## src/rtl/ase_fifo_pkg.sv

```systemverilog
// Shared types and helpers for the ASE FIFO drain stage (ase_fifo_pacer).
package ase_fifo_pkg;

    localparam int unsigned PACER_STAT_W = 32;

    typedef logic [PACER_STAT_W-1:0] pacer_stat_t;

    // Width of the inter-transfer gap counter; never narrower than one bit.
    function automatic int unsigned pacer_gap_w(input int gap);
        int unsigned w;
        if (gap < 1) begin
            w = 1;
        end else begin
            w = $clog2(gap + 1);
        end
        return w;
    endfunction

endpackage

```

## src/rtl/ase_fifo_pacer_buf.sv

```systemverilog
// Circular register buffer: push/pop with natural pointer wrap and occupancy.
module ase_fifo_pacer_buf #(
    parameter int unsigned DATA_WIDTH = 64,
    parameter int unsigned DEPTH      = 4,
    localparam int unsigned OCC_W     = $clog2(DEPTH + 1)
) (
    input  logic                  clk,
    input  logic                  rst,
    input  logic                  push,
    input  logic [DATA_WIDTH-1:0] push_data,
    input  logic                  pop,
    output logic [DATA_WIDTH-1:0] rd_data,
    output logic [OCC_W-1:0]      occ,
    output logic                  full
);

    localparam int unsigned PTR_W = $clog2(DEPTH);

    logic [DATA_WIDTH-1:0] mem [DEPTH];
    logic [PTR_W-1:0]      wr_ptr;
    logic [PTR_W-1:0]      rd_ptr;
    logic                  wr_ok;

    assign full    = (occ == OCC_W'(DEPTH));
    // A push into a full buffer is only legal when a pop frees the slot this cycle.
    assign wr_ok   = push && (!full || pop);
    assign rd_data = mem[rd_ptr];

    always_ff @(posedge clk) begin
        if (rst) begin
            wr_ptr <= '0;
            rd_ptr <= '0;
            occ    <= '0;
        end else begin
            if (wr_ok) begin
                wr_ptr <= wr_ptr + PTR_W'(1);
            end
            if (pop) begin
                rd_ptr <= rd_ptr + PTR_W'(1);
            end
            case ({wr_ok, pop})
                2'b10:   occ <= occ + OCC_W'(1);
                2'b01:   occ <= occ - OCC_W'(1);
                default: occ <= occ;
            endcase
        end
    end

    // Storage is intentionally not reset.
    always_ff @(posedge clk) begin
        if (wr_ok) begin
            mem[wr_ptr] <= push_data;
        end
    end

endmodule

```

## src/rtl/ase_fifo_pacer.sv

```systemverilog
// Credit-based FIFO drain with capture buffer and paced valid/ready output.
// Optional statistics counters are built when ASE_FIFO_PACER_STATS_EN is defined.
module ase_fifo_pacer
    import ase_fifo_pkg::*;
#(
    parameter int unsigned DATA_WIDTH = 64,
    parameter int unsigned BUF_DEPTH  = 4,
    parameter int unsigned GAP_CYCLES = 0
) (
    input  logic                  clk,
    input  logic                  rst,
    input  logic                  fifo_empty,
    output logic                  fifo_rd_en,
    input  logic [DATA_WIDTH-1:0] fifo_data,
    input  logic                  fifo_data_v,
    output logic                  out_valid,
    output logic [DATA_WIDTH-1:0] out_data,
    input  logic                  out_ready,
    output logic                  overrun_err,
    output pacer_stat_t           stat_stall_cnt,
    output pacer_stat_t           stat_empty_rd_cnt
);

    localparam int unsigned OCC_W = $clog2(BUF_DEPTH + 1);
    localparam int unsigned SUM_W = OCC_W + 1;
    localparam int unsigned GAP_W = pacer_gap_w(int'(GAP_CYCLES));

    logic [OCC_W-1:0] occ;
    logic             full;
    logic             inflight;
    logic             push;
    logic             pop;
    logic [GAP_W-1:0] gap_cnt;

    // Outstanding read counts against buffer space until its return slot passes.
    assign fifo_rd_en = !rst && !fifo_empty
                        && ((SUM_W'(occ) + SUM_W'(inflight)) < SUM_W'(BUF_DEPTH));
    assign out_valid  = (occ != '0) && (gap_cnt == '0);
    assign pop        = out_valid && out_ready;
    assign push       = fifo_data_v && !rst;

    ase_fifo_pacer_buf #(
        .DATA_WIDTH (DATA_WIDTH),
        .DEPTH      (BUF_DEPTH)
    ) u_buf (
        .clk       (clk),
        .rst       (rst),
        .push      (push),
        .push_data (fifo_data),
        .pop       (pop),
        .rd_data   (out_data),
        .occ       (occ),
        .full      (full)
    );

    // Credit, pacing gap and sticky overrun flag.
    always_ff @(posedge clk) begin
        if (rst) begin
            inflight    <= 1'b0;
            gap_cnt     <= '0;
            overrun_err <= 1'b0;
        end else begin
            inflight <= fifo_rd_en;
            if (pop) begin
                gap_cnt <= GAP_W'(GAP_CYCLES);
            end else if (gap_cnt != '0) begin
                gap_cnt <= gap_cnt - GAP_W'(1);
            end
            if (push && full && !pop) begin
                overrun_err <= 1'b1;
            end
        end
    end

`ifdef ASE_FIFO_PACER_STATS_EN
    pacer_stat_t stall_q;
    pacer_stat_t empty_rd_q;

    // Saturating event counters.
    always_ff @(posedge clk) begin
        if (rst) begin
            stall_q    <= '0;
            empty_rd_q <= '0;
        end else begin
            if (out_valid && !out_ready && (stall_q != '1)) begin
                stall_q <= stall_q + PACER_STAT_W'(1);
            end
            if (inflight && !fifo_data_v && (empty_rd_q != '1)) begin
                empty_rd_q <= empty_rd_q + PACER_STAT_W'(1);
            end
        end
    end

    assign stat_stall_cnt    = stall_q;
    assign stat_empty_rd_cnt = empty_rd_q;
`else
    assign stat_stall_cnt    = '0;
    assign stat_empty_rd_cnt = '0;
`endif

endmodule

```

## config.mk

```make
export PLATFORM = sky130hd
export DESIGN_NAME = ase_fifo_pacer
export DESIGN_NICKNAME = d
export VERILOG_FILES = /design/src/rtl/ase_fifo_pkg.sv /design/src/rtl/ase_fifo_pacer_buf.sv /design/src/rtl/ase_fifo_pacer.sv
export SDC_FILE = /design/constraint.sdc
export NUM_CORES = 1
export LEC_CHECK = 0
export BUFFER_PORTS_ARGS = -buffer_cell sky130_fd_sc_hd__buf_2
export CAP_MARGIN = 25
export CORE_MARGIN = 2
export CORE_UTILIZATION = 50
export DETAILED_ROUTE_END_ITERATION = 16
export PLACE_DENSITY = 0.84
export REMOVE_ABC_BUFFERS = 1
export SLEW_MARGIN = 5
export SYNTH_ARGS = -nofsm -noshare
export SYNTH_HDL_FRONTEND = slang
export SYNTH_SLANG_ARGS = --single-unit
```

## constraint.sdc

```tcl
create_clock -name clk -period 3.05 [get_ports clk]
set_input_delay 0.4575 -clock clk [delete_from_list [all_inputs] [get_ports clk]]
set_output_delay 0.4575 -clock clk [all_outputs]
set_load 0.05 [all_outputs]
```

**Yosys cells after proc, flatten, opt, wreduce, memory -nomap -nowiden**

Memories as Yosys holds them, arrays and structs flattened. A register that Yosys moved wholly into a read port is not among the register bits.
Cells that the tools add are included.

- Memories kept: 1
- Output and inout port bits: 131
- Input port bits: 69
- Bits in writable memories: 256
- Logic and storage cells: 39
- Flip-flop bits (word level): 10

- Reductions and logical operators: 16
- Equality and inequality tests: 3
- $add $sub $neg: 6
- $lt $le $gt $ge: 1
- Bitwise gates (word level): 1
- Multiplexer cells: 5

Memories:

| memory | words | bits a word | read ports | clocked after memory_dff | write ports | line | RTL |
|---|---|---|---|---|---|---|---|
| u_buf.mem | 4 | 64 | 1 | 1 | 1 | ase_fifo_pacer_buf.sv:19 | `logic [DATA_WIDTH-1:0] mem [DEPTH];` |

Operator list:

| cell | number |
|---|---|
| 1-bit logical AND | 8 |
| 3-bit case mux with 2 select lines | 1 |
| 2-bit by 1-bit adder with 2-bit output, second input constant | 2 |
| 3-bit by 1-bit adder with 4-bit output | 1 |
| 1-bit logical NOT | 4 |
| 4-bit by 3-bit < comparator with 1-bit output, second input constant | 1 |
| 2-bit two-way mux | 2 |
| 3-bit by 1-bit adder with 3-bit output, second input constant | 1 |
| 3-bit == test, second input constant | 1 |
| 3-bit nonzero test | 1 |
| 3-bit OR reduction | 1 |
| 3-bit by 1-bit subtractor with 3-bit output, second input constant | 1 |
| 2-bit by 1-bit == test with 1-bit output, second input constant | 1 |
| 2-bit == test, second input constant | 1 |
| 1-bit two-way mux | 2 |
| 2-bit nonzero test | 1 |
| 1-bit logical OR | 1 |
| 1-bit NOT | 1 |
| 1-bit subtractor, second input constant | 1 |

**Longest topological paths before layout**

Gate-level depths: netlist of the first run.

- Word-level depth: 7
- Depth in mapped cells: 10

**Cells and area by module**

A second synthesis of the first run with hierarchy kept.

- Cell total of the unflattened synthesis: 465
- Area, all modules: 10,410.0 µm²

Modules (own cells, without submodules):

| module | cells an instance | instances | sequential area each (µm²) | area each (µm²) |
|---|---|---|---|---|
| ase_fifo_pacer_buf | 386 | 1 | 7,867.5 | 9,794.4 |
| ase_fifo_pacer | 79 | 1 | 60.1 | 615.6 |

**Worst setup path before layout of the first run**

No wires, ideal clock.

- Path kind: input port to flip-flop
- Start: input rst
- End: memory u_buf.mem[1][0] (enable)
- Stages: 4
- Setup time: 0.429 ns
- Required time: 2.621 ns
- Arrival: 2.502 ns
- Path slack: 0.119 ns
- Cells stage by stage: clkbuf_1 > nand2b_1 > a21oi_1 > and2_1

- Cells in the longest elaborated chain, start to end: 5

RTL lines:

| what | line | RTL |
|---|---|---|
| from (decl) | ase_fifo_pacer.sv:11 | `input logic rst,` |
| 1-bit logical NOT | ase_fifo_pacer.sv:40 | `assign push = fifo_data_v && !rst;` |
| 1-bit logical AND | ase_fifo_pacer.sv:40 |  |
| 1-bit logical AND | ase_fifo_pacer_buf.sv:26 | `assign wr_ok = push && (!full \|\| pop);` |
| 1-bit two-way mux | ase_fifo_pacer_buf.sv:51 | `if (wr_ok) begin` |
| 1-bit two-way mux (not written as such) | ase_fifo_pacer_buf.sv:52 | `mem[wr_ptr] <= push_data;` |
| to (decl) | ase_fifo_pacer_buf.sv:19 |  |

No other way between the ends.

==> results.py, run 1 <==
metrics = {
    "outcome": {
        "status": "finished clean",
    },
    "detailed_routing": {
        "avgViaCountPerCell": 5.231,
        "ant_nets": 0,
        "via_count": 4797,
        "post_drt_wl_per_cell_um": 19.91,
        "drt_iter0_drc": 242,
        "drtPass1Iterations": 6,
        "finalWirelength_um": 18260,
        "drc": 0,
    },
    "power_and_ir_drop": {
        "ir_drop_v": 0.0005162,
        "p_leak_nw": 4.137,
        "p_total_mw": 8.347,
        "power-per-cell-area_nw_per_um2": 693.2,
    },
    "clock_network": {
        "cts_tree": "built",
        "cts-resized-gates": 0,
        "htreeDepth": 1,
        "cts_buffers": 27,
        "postCtsSetupBuffers": 0,
        "cts_hold_buf": 0,
        "clockRootBuffer": "clkbuf_16",
        "clock_latency_ns": 0.52,
        "cts_sinks": 268,
        "clk_pin_slew_worst_paths_ns": 0.06,
        "cts_buffer_depth": 3,
    },
    "grt": {
        "track_usage_pct": 16.75,
        "grt_pass1_vias": 5063,
        "grt_overflow": 0,
        "antenna_found_initial": 0,
        "grt_pass1_wl_um": 28190,
        "grt_max_degree": 41,
    },
    "synthesis": {
        "synth-main-ff-cell": "edfxtp_1",
        "yosysWarnings": 0,
        "yosysTopAreaCell": "edfxtp_1",
        "yosysTopAreaCellShare_pct": 74.44,
        "syn_area_per_cell_um2": 21.97,
        "synth_cells": 470,
        "async_reset_ff_share_pct": 0,
        "synth_area_leaders": "edfxtp_1 (74%), mux4_2 (14%), buf_4 (5.1%), dfxtp_1 (2.3%), ha_1 (0.61%)",
        "mappedNetlistArea_um2": 10330,
        "ys_seq_area_share_pct": 76.76,
        "yosysUniqueCellTypes": 28,
        "synth_edf_count": 256,
        "ys_ff_latch": 268,
    },
    "hold_path": {
        "hold_path_class": "input port to flop",
        "min_to": "u_buf.mem[2][61]$_DFFE_PP_",
        "min_path_cells": 1,
        "min-delay-start": "fifo_data[61]",
    },
    "finish": {
        "multiInputGateArea_um2": 2052,
        "final_common_cell": "edfxtp_1",
        "final_cell_mix": "edfxtp_1 (256), buf_2 (135), conb_1 (65), mux4_2 (64), clkbuf_16 (27)",
        "syn_to_final_growth_pct": 16.60,
        "seqCellArea_um2": 7935,
        "drive_gt1_share_pct": 39.26,
        "nNetsFinal": 703,
        "n_fill_cell": 1438,
        "antennaDiodeCount": 0,
    },
    "critical_path": {
        "rr_startpoint": "u_buf.occ[2]$_SDFFE_PP0P_",
        "critPathLaunchType": "flop",
        "cp_max_fo": 29,
        "crit_slowest_cell": "mux4_2",
        "path_cells": "buf_12 > mux4_2 > buf_2",
        "cp.required_ns": 2.59,
        "crit_type": "flop to output port",
        "rr_endpoint": "u_buf.occ[2]$_SDFFE_PP0P_",
        "arrival_ns": 2.15,
        "ff2ff_path_depth": 9,
        "max_stage_delay_ns": 0.56,
        "endpoint_kind": "output port",
        "r2r_slack_ns": 0.56,
    },
    "sta": {
        "finalSetupTns_ns": 0,
        "finalCriticalPeriod_ns": 2.603,
        "holdWs_ns": 0.1506,
        "max_freq_mhz": 384.2,
        "setup_viol": 0,
        "slew_headroom_pct": 64.91,
        "timing.final.crit_share_pct": 85.34,
        "worst_clock_skew_ns": 0.01679,
        "hold_viol_final": 0,
        "drv_slew": 0,
        "grt_setup_unrepaired": "false",
        "tightest_slew_ns": 0.5223,
    },
    "floorplanning": {
        "die_w_um": 147.7,
        "die_y_um": 147.7,
        "coreArea_um2": 20230,
        "initial_core_util_pct": 51.04,
        "io_pins": 200,
        "die-area_um2": 21820,
        "num_rows": 52,
    },
    "place": {
        "io_buffers": 135,
        "hpwl_um": 11660,
        "place.gp.congestion": 0.7200,
    },
    "run": {
        "drv_cap": 0,
    },
}
report_power, final:
| part | leakage, nW | internal, mW | switching [mW] |
|---|---|---|---|
| clock network | 0.415 | 1.87 | 1.25 |
| logic | 1.30 | 0.263 | 0.742 |
| registers | 2.42 | 4.17 | 0.0511 |
cell usage after synthesis (2+ instances only):
| cell type | number |
|---|---|
| a21oi_1 | 6 |
| a31oi_1 | 3 |
| and2_1 | 4 |
| and4b_1 | 2 |
| buf_1 | 6 |
| buf_2 | 3 |
| buf_4 | 70 |
| dfxtp_1 | 12 |
| edfxtp_1 | 256 |
| ha_1 | 5 |
| inv_1 | 7 |
| mux4_2 | 64 |
| nand2b_1 | 2 |
| nor2_1 | 6 |
| nor3_1 | 5 |
| nor4b_1 | 2 |
| o21ai_0 | 2 |
| or3_1 | 3 |
| or4_1 | 2 |
| xor2_1 | 2 |
registers in the layout, indices dropped and copies added (netlist names), named ones only:
register,cells
u_buf.rd_ptr,2
overrun_err,1
u_buf.wr_ptr,2
gap_cnt,1
u_buf.mem,256
u_buf.occ,3
inflight,1
area by class of cell:
cell class / instances / share of cell area, %
sequential: 268 / 65.90
multi-input combinational: 178 / 17.04
timing repair buffer: 146 / 7.024
clock buffer: 34 / 5.829
tap: 270 / 2.805
clock inverter: 14 / 1.185
inverter: 7 / 0.2182
per-stage QoR:
step	cell area [um2]	cells	util [%]	worst slack, ns
global route	12040	917	59.51	0.3246
floorplan	9996	453	-	-0.9485
finish	12040	917	59.51	0.4472
global placement	11200	869	55.34	0.7079
detailed placement	11200	869	55.34	0.5034
CTS	12040	917	59.51	0.3869
layer usage:
metal	GRT usage (%)	vias up	routed length, um
li1	-	2095	-
met1	20.89	2452	6786
met2	30.21	212	9792
met3	3.086	38	1276
met4	4.712	0	399
met5	0	-	0
worst max path at each step:
| stage | start | to | slack, ns |
|---|---|---|---|
| global route | flop | out_data[38] | 0.32 |
| global placement | out_ready | u_buf.occ[2]$_SDFFE_PP0P_ | 0.71 |
| CTS | flop | out_data[38] | 0.39 |
| finish | flop | out_data[38] | 0.45 |
| detailed placement | out_ready | u_buf.occ[2]$_SDFFE_PP0P_ | 0.50 |
| floorplan | flop | out_data[0] | -0.95 |
kinds of logic after synthesis:
group           count (synthesis)  synth area share [%]
compound gates                 12                0.6422
xor+xnor                        2                0.1696
fa+ha+maj                       6                0.7996
buf+inv                        88                 5.791
flops                         268                 76.76
mux                            64                 13.96
other cells                     1               0.03631
simple gates                   29                 1.841
worst max-delay path: cells and delay by family, from the launching register on:
kind | cells | cell delay [ns]
buf+inv | 2 | 0.52
flops | 1 | 0.52
mux | 1 | 0.56
No activity file was read; power rests on OpenSTA's default activity.
==> run 2, diff against run 1 <==
--- a/config.mk
+++ b/config.mk
@@ -7,7 +7,7 @@
 export LEC_CHECK = 0
 export BUFFER_PORTS_ARGS = -buffer_cell sky130_fd_sc_hd__buf_2
 export CAP_MARGIN = 25
-export CORE_MARGIN = 2
+export CORE_MARGIN = 5
 export CORE_UTILIZATION = 50
 export DETAILED_ROUTE_END_ITERATION = 16
 export PLACE_DENSITY = 0.84
==> results.py, run 2 (synthesis gave the netlist of run 1 again) <==
metrics = {
    "outcome": {
        "status": "finished clean",
    },
    "grt": {
        "grt_overflow": 0,
        "grt_max_degree": 32,
        "grt_pass1_vias": 5279,
        "antenna_found_initial": 4,
        "track_usage_pct": 16.32,
        "grt_pass1_wl_um": 29950,
    },
    "detailed_routing": {
        "ant_nets": 0,
        "finalWirelength_um": 19350,
        "drtPass1Iterations": 4,
        "drc": 0,
        "via_count": 4813,
        "drt_iter0_drc": 277,
        "avgViaCountPerCell": 5.220,
        "post_drt_wl_per_cell_um": 20.99,
    },
    "floorplanning": {
        "die_y_um": 153.7,
        "io_pins": 200,
        "num_rows": 52,
        "initial_core_util_pct": 50.88,
        "coreArea_um2": 20300,
        "die_w_um": 153.7,
        "die-area_um2": 23630,
    },
    "clock_network": {
        "clockRootBuffer": "clkbuf_16",
        "cts_sinks": 268,
        "cts_tree": "built",
        "postCtsSetupBuffers": 0,
        "cts_hold_buf": 0,
        "clk_pin_slew_worst_paths_ns": 0.06,
        "htreeDepth": 1,
        "cts_buffer_depth": 3,
        "cts_buffers": 28,
        "clock_latency_ns": 0.52,
        "cts-resized-gates": 0,
    },
    "place": {
        "place_area_um2": 11200,
        "placedCellCount": 871,
        "place_ws_ns": 0.6217,
        "place.gp.congestion": 0.7021,
        "io_buffers": 135,
        "hpwl_um": 12460,
    },
    "finish": {
        "drive_gt1_share_pct": 40.40,
        "seqCellArea_um2": 7935,
        "top_register": "u_buf.mem",
        "nNetsFinal": 706,
        "largest_reg_flops": 256,
        "final_cells": 922,
        "final_common_cell": "edfxtp_1",
        "reg_top3": "u_buf.mem (256), u_buf.occ (3)",
        "fin_area_um2": 12190,
        "n_fill_cell": 1479,
        "syn_to_final_growth_pct": 18.00,
        "final_cell_mix": "edfxtp_1 (256), buf_2 (135), conb_1 (65), mux4_2 (64), clkbuf_16 (29)",
        "multiInputGateArea_um2": 2052,
    },
    "power_and_ir_drop": {
        "ir_drop_v": 0.0004540,
        "p_leak_nw": 4.194,
        "power-per-cell-area_nw_per_um2": 719.4,
        "p_total_mw": 8.767,
    },
    "sta": {
        "setup_viol": 0,
        "slew_headroom_pct": 56.28,
        "worst_clock_skew_ns": 0.01258,
        "worst_slack_ns": 0.3069,
        "tightest_slew_ns": 0.6508,
        "hold_viol_final": 0,
        "drv_slew": 0,
        "grt_setup_unrepaired": "false",
        "max_freq_mhz": 364.5,
        "timing.final.crit_share_pct": 89.94,
        "finalCriticalPeriod_ns": 2.743,
    },
    "critical_path": {
        "cp.required_ns": 2.59,
        "crit_type": "flop to output port",
        "arrival_ns": 2.29,
        "ff2ff_path_depth": 9,
        "cp_max_fo": 26,
        "critPathLaunchType": "flop",
        "endpoint_kind": "output port",
    },
    "hold_path": {
        "hold_path_class": "input port to flop",
        "min_path_cells": 1,
    },
    "run": {
        "drv_cap": 0,
    },
}
run 2: cell count changes in the layout (fill, tap and decap cells not counted):
cell and change:
clkbuf_16 +2, clkbuf_1 -3, clkinvlp_4 +5, clkinv_2 -2, clkinv_1 -2, buf_4 +3
buf_12 -1, bufinv_16 +3, diode_2 +1, inv_6 -1
run 2: worst paths after layout:
path / startpoint / end / slack (ns)
max reg2reg: u_buf.occ[2]$_SDFFE_PP0P_ / u_buf.occ[2]$_SDFFE_PP0P_ / 0.71
min: fifo_data[41] / u_buf.mem[2][41]$_DFFE_PP_ / 0.15
min reg2reg: inflight$_SDFF_PP0_ / inflight$_SDFF_PP0_ / 0.48
max: flop / out_data[47] / 0.31
run 2: layout make-up:
| class | count | share of cell area (%) |
|---|---|---|
| clock inverters | 17 | 2.002 |
| well taps | 270 | 2.772 |
| diodes | 1 | 0.02053 |
| multi-input cells | 178 | 16.84 |
| inverters | 7 | 0.2156 |
| clock buffers | 33 | 6.078 |
| flip-flops and latches | 268 | 65.11 |
| repair buffers | 148 | 6.961 |
run 2: critical path, cell delays in order, from the launching register on:
cell and delay, ns:
dfxtp_4 0.65, buf_12 0.30, mux4_2 0.56, buf_2 0.23
run 2: where the power goes:
group | internal [mW] | switching (mW)
clock network | 2.23 | 1.30
logic | 0.263 | 0.740
registers | 4.17 | 0.0582
total | 6.67 | 2.10
run 2: through the flow:
| stage | TNS [ns] | utilization [%] | hold slack (ns) |
|---|---|---|---|
| after floorplan | -60.70 | - | 0.4243 |
| after global placement | 0 | 55.17 | 0.4392 |
| after detailed placement | 0 | 55.17 | 0.4609 |
| after CTS | 0 | 60.02 | 0.1262 |
| after global routing | 0 | 60.03 | 0.1246 |
| final | 0 | 60.03 | 0.1527 |
run 2: layer usage:
metal | part of all wire, % | vias up | track usage [%]
met1 | 39 | 2473 | 20.44
li1 | - | 2103 | -
met3 | 7.1 | 41 | 4.272
met5 | 0.21 | - | 0
met4 | 2.0 | 6 | 4.458
met2 | 52 | 190 | 28.47
